**src/rtl/servo_ramp_pkg.sv**
```systemverilog
// Shared definitions for the two-channel servo position ramp: widths, FSM
// encoding, default frame length and the position clamp helper.
package servo_ramp_pkg;

  localparam int unsigned POS_W  = 12;
  localparam int unsigned STEP_W = 8;
  localparam int unsigned NUM_CH = 2;

  localparam int unsigned DATA_W = NUM_CH * POS_W;
  localparam int unsigned CFG_W  = NUM_CH * STEP_W;

  // 20 ms frame at a 50 MHz clock.
  localparam int unsigned DEFAULT_FRAME_DIV = 1000000;

  typedef logic [POS_W-1:0]  pos_t;
  typedef logic [STEP_W-1:0] step_t;

  typedef enum logic [1:0] {
    ST_IDLE = 2'd0,
    ST_CH1  = 2'd1,
    ST_CH2  = 2'd2,
    ST_EMIT = 2'd3
  } state_e;

  function automatic pos_t clamp_pos(input pos_t value, input pos_t lo, input pos_t hi);
    if (value < lo) begin
      return lo;
    end
    if (value > hi) begin
      return hi;
    end
    return value;
  endfunction

endpackage

```
**src/rtl/servo_ramp_step.sv**
```systemverilog
// One ramp step for a single channel: moves cur toward target by at most
// step (step 0 snaps), never overshooting or wrapping.
module servo_ramp_step
  import servo_ramp_pkg::*;
(
  input  pos_t  cur_i,
  input  pos_t  target_i,
  input  step_t step_i,
  output pos_t  next_o,
  output logic  changed_o
);

  logic signed [POS_W:0] diff;
  logic        [POS_W:0] mag;
  logic        [POS_W:0] step_ext;
  pos_t                  step_pos;
  logic                  snap;

  always_comb begin
    // 13-bit signed difference so the full 0..4095 span keeps its sign.
    diff     = $signed({1'b0, target_i}) - $signed({1'b0, cur_i});
    mag      = diff[POS_W] ? $unsigned(-diff) : $unsigned(diff);
    step_ext = {{(POS_W + 1 - STEP_W){1'b0}}, step_i};
    step_pos = {{(POS_W - STEP_W){1'b0}}, step_i};
    snap     = (step_i == '0) || (mag <= step_ext);

    if (snap) begin
      next_o = target_i;
    end else if (diff[POS_W]) begin
      next_o = cur_i - step_pos;
    end else begin
      next_o = cur_i + step_pos;
    end

    changed_o = (next_o != cur_i);
  end

endmodule

```
**src/rtl/servo_ramp.sv**
```systemverilog
// Two-channel servo position ramp: once per frame each channel steps toward
// its target and a single out_wr strobe publishes the new positions.
module servo_ramp
  import servo_ramp_pkg::*;
#(
  parameter int unsigned FRAME_DIV = DEFAULT_FRAME_DIV,
  parameter int unsigned MIN_POS   = 0,
  parameter int unsigned MAX_POS   = 4095
) (
  input  logic              clk,
  input  logic              rst_n,
  input  logic [DATA_W-1:0] in_data,
  input  logic              in_wr,
  input  logic [CFG_W-1:0]  cfg_data,
  input  logic              cfg_wr,
  output logic [DATA_W-1:0] out_data,
  output logic              out_wr,
  output logic [NUM_CH-1:0] at_target
);

  localparam int unsigned CNT_W = $clog2(FRAME_DIV);
  localparam pos_t        MIN_P = pos_t'(MIN_POS);
  localparam pos_t        MAX_P = pos_t'(MAX_POS);

  typedef logic [CNT_W-1:0] cnt_t;
  localparam cnt_t CNT_LAST = cnt_t'(FRAME_DIV - 1);

  cnt_t   cnt_q, cnt_d;
  logic   tick;
  state_e state_q, state_d;

  pos_t  [NUM_CH-1:0] tgt_q, tgt_d, in_tgt;
  step_t [NUM_CH-1:0] step_q, step_d;
  pos_t  [NUM_CH-1:0] snap_tgt_q, snap_tgt_d;
  step_t [NUM_CH-1:0] snap_step_q, snap_step_d;
  pos_t  [NUM_CH-1:0] cur_q, cur_d;

  logic              chg1_q, chg1_d;
  logic [DATA_W-1:0] out_data_q, out_data_d;
  logic              out_wr_q, out_wr_d;

  logic  ch_sel;
  pos_t  rs_cur, rs_tgt, rs_next;
  step_t rs_step;
  logic  rs_changed;

  always_comb begin
    tick  = (cnt_q == CNT_LAST);
    cnt_d = tick ? '0 : cnt_q + 1'b1;
  end

  // Host writes land in the live registers at any time; the snapshot is only
  // refreshed on the tick, taking a same-cycle write into account.
  always_comb begin
    for (int ch = 0; ch < NUM_CH; ch++) begin
      in_tgt[ch] = clamp_pos(in_data[ch*POS_W +: POS_W], MIN_P, MAX_P);
    end
    tgt_d       = in_wr  ? in_tgt   : tgt_q;
    step_d      = cfg_wr ? cfg_data : step_q;
    snap_tgt_d  = tick   ? tgt_d    : snap_tgt_q;
    snap_step_d = tick   ? step_d   : snap_step_q;
  end

  // The single step unit is shared: CH1 feeds channel 0, CH2 feeds channel 1.
  always_comb begin
    ch_sel  = (state_q == ST_CH2);
    rs_cur  = cur_q[ch_sel];
    rs_tgt  = snap_tgt_q[ch_sel];
    rs_step = snap_step_q[ch_sel];
  end

  servo_ramp_step u_step (
    .cur_i     (rs_cur),
    .target_i  (rs_tgt),
    .step_i    (rs_step),
    .next_o    (rs_next),
    .changed_o (rs_changed)
  );

  // NOTE: every signal driven here gets a default first, so no path through
  // the case statement can leave one unassigned and infer a latch.
  always_comb begin
    state_d    = state_q;
    cur_d      = cur_q;
    chg1_d     = chg1_q;
    out_wr_d   = 1'b0;
    out_data_d = out_data_q;

    unique case (state_q)
      ST_IDLE: begin
        if (tick) begin
          state_d = ST_CH1;
        end
      end
      ST_CH1: begin
        cur_d[0] = rs_next;
        chg1_d   = rs_changed;
        state_d  = ST_CH2;
      end
      ST_CH2: begin
        cur_d[1] = rs_next;
        out_wr_d = chg1_q || rs_changed;
        if (out_wr_d) begin
          out_data_d = {rs_next, cur_q[0]};
        end
        state_d = ST_EMIT;
      end
      ST_EMIT: begin
        state_d = ST_IDLE;
      end
      default: begin
        state_d = ST_IDLE;
      end
    endcase
  end

  // NOTE: sequential state uses non-blocking assignments so every register
  // samples the pre-edge values, independent of statement order.
  always_ff @(posedge clk or negedge rst_n) begin
    if (!rst_n) begin
      cnt_q       <= '0;
      state_q     <= ST_IDLE;
      tgt_q       <= {NUM_CH{MIN_P}};
      step_q      <= '0;
      snap_tgt_q  <= {NUM_CH{MIN_P}};
      snap_step_q <= '0;
      cur_q       <= {NUM_CH{MIN_P}};
      chg1_q      <= 1'b0;
      out_data_q  <= {NUM_CH{MIN_P}};
      out_wr_q    <= 1'b0;
    end else begin
      cnt_q       <= cnt_d;
      state_q     <= state_d;
      tgt_q       <= tgt_d;
      step_q      <= step_d;
      snap_tgt_q  <= snap_tgt_d;
      snap_step_q <= snap_step_d;
      cur_q       <= cur_d;
      chg1_q      <= chg1_d;
      out_data_q  <= out_data_d;
      out_wr_q    <= out_wr_d;
    end
  end

  always_comb begin
    for (int ch = 0; ch < NUM_CH; ch++) begin
      at_target[ch] = (cur_q[ch] == tgt_q[ch]);
    end
  end

  assign out_data = out_data_q;
  assign out_wr   = out_wr_q;

endmodule

```
**config.mk**
```make
export PLATFORM = sky130hd
export DESIGN_NAME = servo_ramp
export DESIGN_NICKNAME = d
export VERILOG_FILES = /design/src/rtl/servo_ramp_pkg.sv /design/src/rtl/servo_ramp_step.sv /design/src/rtl/servo_ramp.sv
export SDC_FILE = /design/constraint.sdc
export NUM_CORES = 1
export LEC_CHECK = 0
export ABC_AREA = 1
export CORE_MARGIN = 2
export CORE_UTILIZATION = 40
export DETAILED_ROUTE_END_ITERATION = 6
export PLACE_DENSITY_LB_ADDON = 0.3
export SKIP_LAST_GASP = 1
export SLEW_MARGIN = 20
export SYNTH_ARGS = -nofsm -noshare
export SYNTH_HDL_FRONTEND = slang
export SYNTH_HIERARCHICAL = 1
export SYNTH_SLANG_ARGS = --single-unit
export TNS_END_PERCENT = 30
```
**constraint.sdc**
```tcl
create_clock -name clk -period 9.3 [get_ports clk]
set_input_delay 1.395 -clock clk [delete_from_list [all_inputs] [get_ports clk]]
set_output_delay 1.395 -clock clk [all_outputs]
set_load 0.1 [all_outputs]
```
# --- Yosys cells after proc, flatten, opt, wreduce, memory -nomap -nowiden ---
# Cells that the tools add are included.
word_totals:
  ff_bits: 152
  input_bits: 44
  wordCells: 68
op_classes:
  n_eq_ne: 8
  n_addsub: 5
  order_cmp: 6
  reduce_logical: 5
  mux: 29
ops:
  columns: ["cell", "n"]
  rows:
  - ["two-way mux 12 bit", 14]
  - ["equality test 12 bit", 2]
  - ["greater-than comparator 12 bit (second input constant)", 2]
  - ["< comparator 12 x 1 -> 1 bit (second input constant)", 2]
  - ["two-way mux 24 bit", 1]
  - ["adder 20 x 1 -> 20 bit (second input constant)", 1]
  - ["equality test 20 bit (second input constant)", 1]
  - ["two-way mux 20 bit", 1]
  - ["two-way mux 16 bit", 1]
  - ["two-way mux 8 bit", 2]
  - ["<= comparator 13 x 8 -> 1 bit", 1]
  - ["two-way mux 13 bit", 1]
  - ["negation 13 bit", 1]
  - ["subtractor 12 x 12 -> 13 bit", 1]
  - ["adder 12 x 8 -> 12 bit", 1]
  - ["inequality test 12 bit", 1]
  - ["subtractor 12 x 8 -> 12 bit", 1]
  - ["zero test 8 bit", 1]
  - ["case mux 2 bit (4 select lines)", 1]
  - ["two-way mux 1 bit", 7]
  - ["equality test 2 bit (second input constant)", 2]
  - ["equality test 2 x 1 -> 1 bit (second input constant)", 1]
  - ["zero test 2 bit", 1]
  - ["logical OR 1 bit", 2]
  - ["4 further kinds", 4]

# --- Depth between registers and ports, before layout ---
# Gate-level depths: netlist (run 1).
depth:
  ltp_word: 12
  depth_mapped: 43
  depth_no_buf: 40

# --- Hierarchy ---
# Netlist (run 1), hierarchy kept.
by_module_without_submodules:
  columns: ["module", "instances", "area_each_um2", "cells_each"]
  rows:
  - ["servo_ramp", 1, 6769.0, 836]
  - ["servo_ramp_step", 1, 2399.8, 439]

# --- Worst setup path before layout (run 1) ---
# No wires, ideal clock.
synth_path:
  kind: "flip-flop to flip-flop"
  start: "reg state_q[0]"
  end: "reg out_data_q[14] (netlist: out_data[14])"
  stages_incl_launch_ff: 43
  arrival_ns: 5.874
  setup_ns: 0.083
  synth_period_minus_slack_ns: 5.956
  path_slack_ns: 3.344
  cell_sequence: "dfrtp_1 inv_1 ha_1 buf_2 inv_1 clkbuf_1 clkbuf_1 nand2_1 nand2_1 inv_1 ha_1 fa_1 inv_1 nand2_1 nand3_2 nand2_2 nand2_2 a21oi_4 [... 7 more ...] nand2_1 nand2_1 a21oi_1 or2_2 nand2_1 a21oi_1 xnor2_1 nand2_1 o21ai_1 inv_1 nand2_1 nand2_1 nor2_1 nand2_1 o21ai_1 clkbuf_1 nand2_1 o21ai_0"
synth_via:
  elab_chain_len: 12
synth_lines:
  columns: ["element", "line_no", "rtl"]
  rows:
  - ["start: declaration", "servo_ramp.sv:30", "state_e state_q, state_d;"]
  - ["start signal: assignment", "servo_ramp.sv:133", "state_q <= state_d;"]
  - ["equality test 2 bit *", "servo_ramp.sv:66", "ch_sel = (state_q == ST_CH2);"]
  - ["two-way mux 12 bit (implied by the code) * (2 in series)", "servo_ramp.sv:68", "rs_tgt = snap_tgt_q[ch_sel];"]
  - ["net rs_tgt[0]", "servo_ramp.sv:43", "pos_t rs_cur, rs_tgt, rs_next;"]
  - ["subtractor 12 x 12 -> 13 bit *", "servo_ramp_step.sv:21", "diff = $signed({1'b0, target_i}) - $signed({1'b0, cur_i});"]
  - ["negation 13 bit", "servo_ramp_step.sv:22", "mag = diff[POS_W] ? $unsigned(-diff) : $unsigned(diff);"]
  - ["two-way mux 13 bit", "servo_ramp_step.sv:22", null]
  - ["<= comparator 13 x 8 -> 1 bit", "servo_ramp_step.sv:25", "snap = (step_i == '0) || (mag <= step_ext);"]
  - ["logical OR 1 bit", "servo_ramp_step.sv:25", null]
  - ["two-way mux 12 bit *", "servo_ramp_step.sv:27", "if (snap) begin"]
  - ["net rs_next[11]", "servo_ramp.sv:43", null]
  - ["inequality test 12 bit *", "servo_ramp_step.sv:35", "changed_o = (next_o != cur_i);"]
  - ["net rs_changed", "servo_ramp.sv:45", "logic rs_changed;"]
  - ["logical OR 1 bit *", "servo_ramp.sv:102", "out_wr_d = chg1_q || rs_changed;"]
  - ["AND reduction 2 bit (no source line) *", null, null]
  - ["end signal: assignment", "servo_ramp.sv:129", "out_data_q <= {NUM_CH{MIN_P}};"]
  - ["end signal: assignment", "servo_ramp.sv:140", "out_data_q <= out_data_d;"]
  - ["end: declaration", "servo_ramp.sv:39", "logic [DATA_W-1:0] out_data_q, out_data_d;"]
# Mark *: on every way through the listed nets, which the timed path passes. The rest lies on a longest branch. The select of a mux whose other input is x is not followed.
# A chain may end at the register's enable or synchronous reset.

# --- Worst setup path in the final report (run 1) ---
layout_path:
  start: "reg state_q[0]"
  end: "reg out_data_q[18] (netlist: out_data[18])"
# Same word-level chain as after synthesis.

==> run_results.csv, run 1 <==
group,metric,value,unit
placement,dp.cells,1596,
clocking,cts_setup_buffers,0,
logic_synthesis,seq_area_frac_synth,41.48,%
logic_synthesis,syn_area_per_cell,7.191,um2
floorplanning,core_area,22570,um2
clocking,cts.hold.buffers_added,0,
final_layout,areaGrowthSynthToFinish,16.06,%
drt,postRouteWirelength,23570,um
grt,grt_max_degree,84,
worst_setup_path,critPathKind,"register to register",
floorplanning,initial_utilization,40.62,%
sta,slew_violations,0,
logic_synthesis,synth-seq-cells,152,
power,power-per-cell-area,133.5,nW/um2
min_path,hp-class,"register to register",
sta,period_share,71.29,%
sta,hold_viol_final,0,
clocking,cts_resized,0,
power,ir_worst_vdd,0.1133,mV
run,maxCapViolCount,0,
drt,num_vias,7972,
clocking,clkTransAtPathRegs,0.06,ns
drt,drtPass1Iterations,7,
grt,gr-total-overflow,0,
worst_setup_path,crit_path_frequent_cell,"nand2_1",
sta,holdWs,0.4583,ns
grt,first_global_vias,7402,
logic_synthesis,synth_edf_count,0,
sta,rsz0062_at_grt,"no",
worst_setup_path,cp-end-kind,"register",
sta,max_freq,150.8,MHz
grt,antenna_found_initial,0,
grt,gr-usage-all-layers,19.93,%
clocking,clock_path_buffers,2,
sta,setup_violations,0,
clocking,clock_latency,0.43,ns
logic_synthesis,syn_nets,1359,
logic_synthesis,synth_ff_type,"dfrtp_1",
floorplanning,dieArea,24150,um2
sta,clock_skew,0.01063,ns
floorplanning,die_h,155.4,um
outcome,run_status,"complete, no violations",
logic_synthesis,yosysMostFrequentCell,"nand2_1",
clocking,cts_buffers,17,
worst_setup_path,critPathLaunchType,"register",
final_layout,finalNetCount,1414,
worst_setup_path,cp_slowest_cell,"inv_1",
logic_synthesis,synth_common_cells,"nand2_1 (548), dfrtp_1 (152), inv_1 (134), nor2_1 (74), o21ai_0 (69)",
sta,tightest_slew,1.058,ns
logic_synthesis,netlist_area,9169,um2
logic_synthesis,netlist.area_leader.share,41.48,%
placement,io_buffers,70,
power,p_leak,5.371,nW
final_layout,diodes,0,
logic_synthesis,yosysUniqueCellTypes,37,
sta,fin_tns_setup,0,ns
worst_setup_path,crit_path_max_incr_delay,0.76,ns
logic_synthesis,synth_largest_area_cell,"dfrtp_1",
final_layout,fin_cells,1628,
placement,place_congestion,0.9498,
floorplanning,die_width,155.4,um
drt,wire_per_inst,14.47,um
logic_synthesis,synth.area.top_cells,"dfrtp_1 (41%), nand2_1 (22%), inv_1 (5.5%)",
drt,viasPerCell,4.897,
worst_setup_path,r2r_slack,2.67,ns
logic_synthesis,syn-instance-count,1275,
clocking,htreeDepth,4,
worst_setup_path,crit_arrival,6.92,ns
clocking,cts_root_buffer,"clkbuf_16",
clocking,cts_tree,"built",
min_path,min_path_cells,1,
floorplanning,row_count,55,
logic_synthesis,synthArstFlopShare,100.0,%
worst_setup_path,required,9.59,ns
worst_setup_path,reg2regPathDepth,36,
floorplanning,io_pins,71,
drt,antenna_left,0,
grt,grt_pass1_wl,37850,um
drt,drc_errors,0,
logic_synthesis,yosys_warnings,6,
final_layout,layout-drive-gt1-share,6.329,%
sta,fin_crit,6.630,ns
worst_setup_path,critPathMaxFanout,45,
drt,drt_iter0_drc,567,
sta,slew_headroom,29.41,%
clocking,cts.sinks,152,
placement,hpwl,17940,um
==> registers in the layout (all words and copies together) (netlist names) <==
name         cells
chg1_q           1
cnt_q           20
cur_q           24
out_data        24
out_wr           1
snap_step_q     16
snap_tgt_q      24
state_q          2
step_q          16
tgt_q           24
==> kinds of logic after synthesis <==
family | count (synthesis) | share of synthesized area [%]
DFF | 152 | 41.48
adders and majority gates | 40 | 5.622
muxes | 1 | 0.1228
xor gates and xnor gates | 57 | 5.527
and+or+nand+nor | 750 | 33.75
AOI/OAI and AO/OA | 97 | 5.609
buffers and inverters | 178 | 7.888
==> report_power, final <==
part | total [mW] | switching (mW) | internal (mW)
clock | 0.666 | 0.291 | 0.375
sequential | 0.686 | 0.00990 | 0.677
combinational | 0.0684 | 0.0390 | 0.0293
==> per-stage QoR <==
step           instance area (um2)  setup slack [ns]  power, mW  utilization [%]
4_1_cts                      10640             2.681      1.436            47.13
3_3_place_gp                 10070             2.909     0.7672            44.60
5_1_grt                      10640             1.994      1.476            47.15
3_5_place_dp                 10070             2.740     0.7682            44.60
2_1_floorplan                 9169             3.344     0.7249                -
6_report                     10640             2.670      1.421            47.15
==> metal layers <==
layer	vias up	global-route usage [%]	share of wire, %
met5	-	0	0
met3	32	3.120	4.6
met2	216	31.10	45
met4	0	6.990	2.1
met1	3683	28.24	48
li1	4041	-	-
==> cell type report <==
class / count / area [um2]
fillers: 2248 / 11930
repair buffers: 75 / 743.2
multi-input cells: 945 / 4646
inverters: 139 / 521.8
clock inverters: 14 / 141.4
clock buffers: 18 / 429.2
well taps: 285 / 356.6
flip-flops and latches: 152 / 3804
==> critical path, delay by kind of cell, from the launching register on <==
family / cells / cell delay, ns
xor gates and xnor gates: 1 / 0.15
adders and majority gates: 3 / 0.83
buffers and inverters: 6 / 1.59
DFF: 1 / 0.37
and+or+nand+nor: 18 / 1.93
AOI/OAI and AO/OA: 8 / 1.59
==> path summary, 6_finish.rpt <==
path                             from           end
setup / recovery           state_q[0]  out_data[18]
hold / removal               cnt_q[0]      cnt_q[0]
setup reg to reg           state_q[0]  out_data[18]
hold reg to reg              cnt_q[0]      cnt_q[0]
max in group asynchronous       rst_n  out_data[16]
min in group asynchronous       rst_n     step_q[4]
==> cell usage in the layout (no fill, tap or decap), drive strengths merged, types with 2 or more instances in the layout <==
cell           instances
clkbuf                18
xor2                  38
xnor2                 19
clkinvlp               3
a21o                   2
nand3                 76
nand3b                 3
inv                  144
nor3                  11
fa                     2
clkdlybuf4s50         69
a21oi                 22
dfrtp                152
o21ai                 71
or2                    4
nand2                565
nor2                  82
clkinv                 5
nand4                  7
buf                    6
ha                    38
Note: power is estimated with default switching activity, not from simulation.
==> inputs of run 2 (changes only) <==
- clock period: 9.3 -> 5.9 ns (I/O delays scaled with it)
==> run 2 against run 1 <==
  * Register-to-register slack got worse by 2.3 ns
  * Die area stayed put
  * Flip-flop and latch count unchanged
  * Critical path type unchanged
  * Critical path depth is 2 higher
==> run_results.csv, run 2 (synthesis results as in run 1) <==
group,metric,value,unit
power,intPower,1.762,mW
floorplanning,dieArea,24150,um2
placement,pre_cts_slack,0.05677,ns
power,p_seq_share,47.0,%
drt,drtPass1Iterations,5,
worst_setup_path,required,6.20,ns
clocking,cts_buffers,17,
worst_setup_path,cp-end-kind,"register",
drt,viasPerCell,4.890,
worst_setup_path,critPathLaunch,"state_q[0]",
clocking,htreeDepth,4,
grt,grt_pass1_wl,40140,um
drt,drc_errors,0,
final_layout,utilization,49.38,%
clocking,cts.hold.buffers_added,0,
sta,hold_viol_final,0,
power,power-per-cell-area,206.6,nW/um2
final_layout,mostFrequentLayoutCells,"nand2_1 (546), dfrtp_1 (152), inv_1 (130), nor2_1 (73)",
power,ir_worst_vdd,0.1951,mV
final_layout,final_common_cell,"nand2_1",
worst_setup_path,critPathMaxFanout,13,
floorplanning,die_h,155.4,um
min_path,worstHoldStart,"cnt_q[0]",
drt,drt_iter0_drc,650,
floorplanning,row_count,55,
clocking,cts.sinks,152,
final_layout,fill_cells,2241,
sta,period_share,93.23,%
floorplanning,core_area,22570,um2
clocking,clock_latency,0.43,ns
clocking,clkTransAtPathRegs,0.07,ns
floorplanning,io_pins,71,
power,p_leak,5.625,nW
sta,max_freq,181.8,MHz
placement,io_buffers,70,
power,power,2.303,mW
sta,worst_slack,0.3994,ns
worst_setup_path,crit_arrival,5.80,ns
placement,place_area,10320,um2
clocking,cts_root_buffer,"clkbuf_16",
clocking,cts_tree,"built",
drt,antenna_left,0,
grt,gr-usage-all-layers,21.16,%
drt,met3_length,1216,um
power,sw_frac_of_total,23.47,%
placement,place_congestion,0.9193,
power,p_clk_share,48.4,%
min_path,hp-class,"register to register",
drt,dr.max_layer_used,"met4",
grt,first_global_vias,7728,
final_layout,final_area,11150,um2
power,power_switching,540.5,uW
drt,num_vias,8137,
drt,wire_per_inst,14.99,um
sta,clock_skew,0.01200,ns
final_layout,layout-drive-gt1-share,10.08,%
worst_setup_path,crit_path_frequent_cell,"nand2_1",
grt,grt_max_degree,78,
final_layout,finalNetCount,1450,
placement,hpwl,18470,um
sta,slew_headroom,34.64,%
sta,tightest_slew,0.9773,ns
drt,wl_met1,11780,um
run,maxCapViolCount,0,
grt,gr-total-overflow,0,
worst_setup_path,critPathKind,"register to register",
sta,slew_violations,0,
worst_setup_path,cp_slowest_cell,"dfrtp_1",
final_layout,diodes,0,
worst_setup_path,critPathLaunchType,"register",
sta,setup_violations,0,
worst_setup_path,crit_path_max_incr_delay,0.40,ns
clocking,clock_path_buffers,2,
floorplanning,initial_utilization,40.62,%
sta,fin_crit,5.501,ns
grt,antenna_found_initial,0,
drt,postRouteWirelength,24940,um
outcome,run_status,"complete, no violations",
power,combPwrFrac,4.6,%
final_layout,areaGrowthSynthToFinish,21.56,%
worst_setup_path,worstReg2RegStart,"state_q[0]",
floorplanning,die_width,155.4,um
sta,holdWs,0.4640,ns
drt,wl_met2,11620,um
[run 2: changes by cell type in the layout (fill, tap and decap cells not counted), moves of 3 or more]
| cell | before | now |
|---|---|---|
| buf_4 | 4 | 31 |
| o21ai_0 | 69 | 60 |
| o21ai_1 | 1 | 6 |
| buf_12 | 0 | 4 |
| clkbuf_16 | 17 | 21 |
| inv_1 | 134 | 130 |
| inv_2 | 5 | 9 |
| ha_1 | 38 | 35 |
| ha_4 | 0 | 3 |
| o21ai_2 | 1 | 4 |
[run 2: power by group through the flow]
| stage | sequential, mW | combinational [mW] | clock [mW] |
|---|---|---|---|
| 2_1_floorplan | 1.10 | 0.0471 | 0 |
| 5_1_grt | 1.08 | 0.122 | 1.18 |
| 4_1_cts | 1.08 | 0.110 | 1.13 |
| 6_report | 1.08 | 0.106 | 1.11 |
| 3_3_place_gp | 1.10 | 0.107 | 0 |
| 3_5_place_dp | 1.10 | 0.109 | 0 |
[run 2: metrics by stage]
stage / cells / setup TNS (ns)
final: 1664 / 0
after global routing: 1664 / -0.03322
after CTS: 1657 / 0
after detailed placement: 1625 / 0
after global placement: 1625 / 0
after floorplan: 1275 / 0
[run 2: final cells by class]
type | count | area [um2] | share of cell area [%]
Clock inverter | 12 | 141.4 | 1.269
Multi-Input combinational cell | 945 | 4733 | 42.47
Clock buffer | 20 | 456.7 | 4.097
Timing Repair Buffer | 111 | 1132 | 10.16
Sequential cell | 152 | 3804 | 34.13
Tap cell | 285 | 356.6 | 3.199
Inverter | 139 | 521.8 | 4.681
[run 2: timing repair]
action                                  in CTS  in global routing
buffers inserted                             0                  2
hold endpoints to repair                     0                  0
endpoints found under the setup margin       0                 26
gates resized for setup                      0                 31
[run 2: final timing paths]
check | cells past startpoint | to | slack, ns
min | 1 | cnt_q[0] | 0.46
min in group asynchronous | 1 | step_q[5] | 0.48
max in group asynchronous | 2 | cur_q[2] | 3.95
max reg2reg | 38 | out_data[6] | 0.40
min reg2reg | 1 | cnt_q[0] | 0.46
max | 38 | out_data[6] | 0.40
[run 2: metal layers]
layer  vias up  track usage [%]
li1       4115                -
met1      3768            30.26
met2       228            34.24
met3        26            2.786
met4         0            5.024
met5         -                0
[run 2: critical path, delay by kind of cell, from the launching register on]
family                     cells  cell delay, ns
xor gates and xnor gates       2            0.38
DFF                            1            0.40
AOI/OAI and AO/OA              6            0.57
adders and majority gates      4            1.14
and+or+nand+nor               17            1.83
buffers and inverters          9            1.04
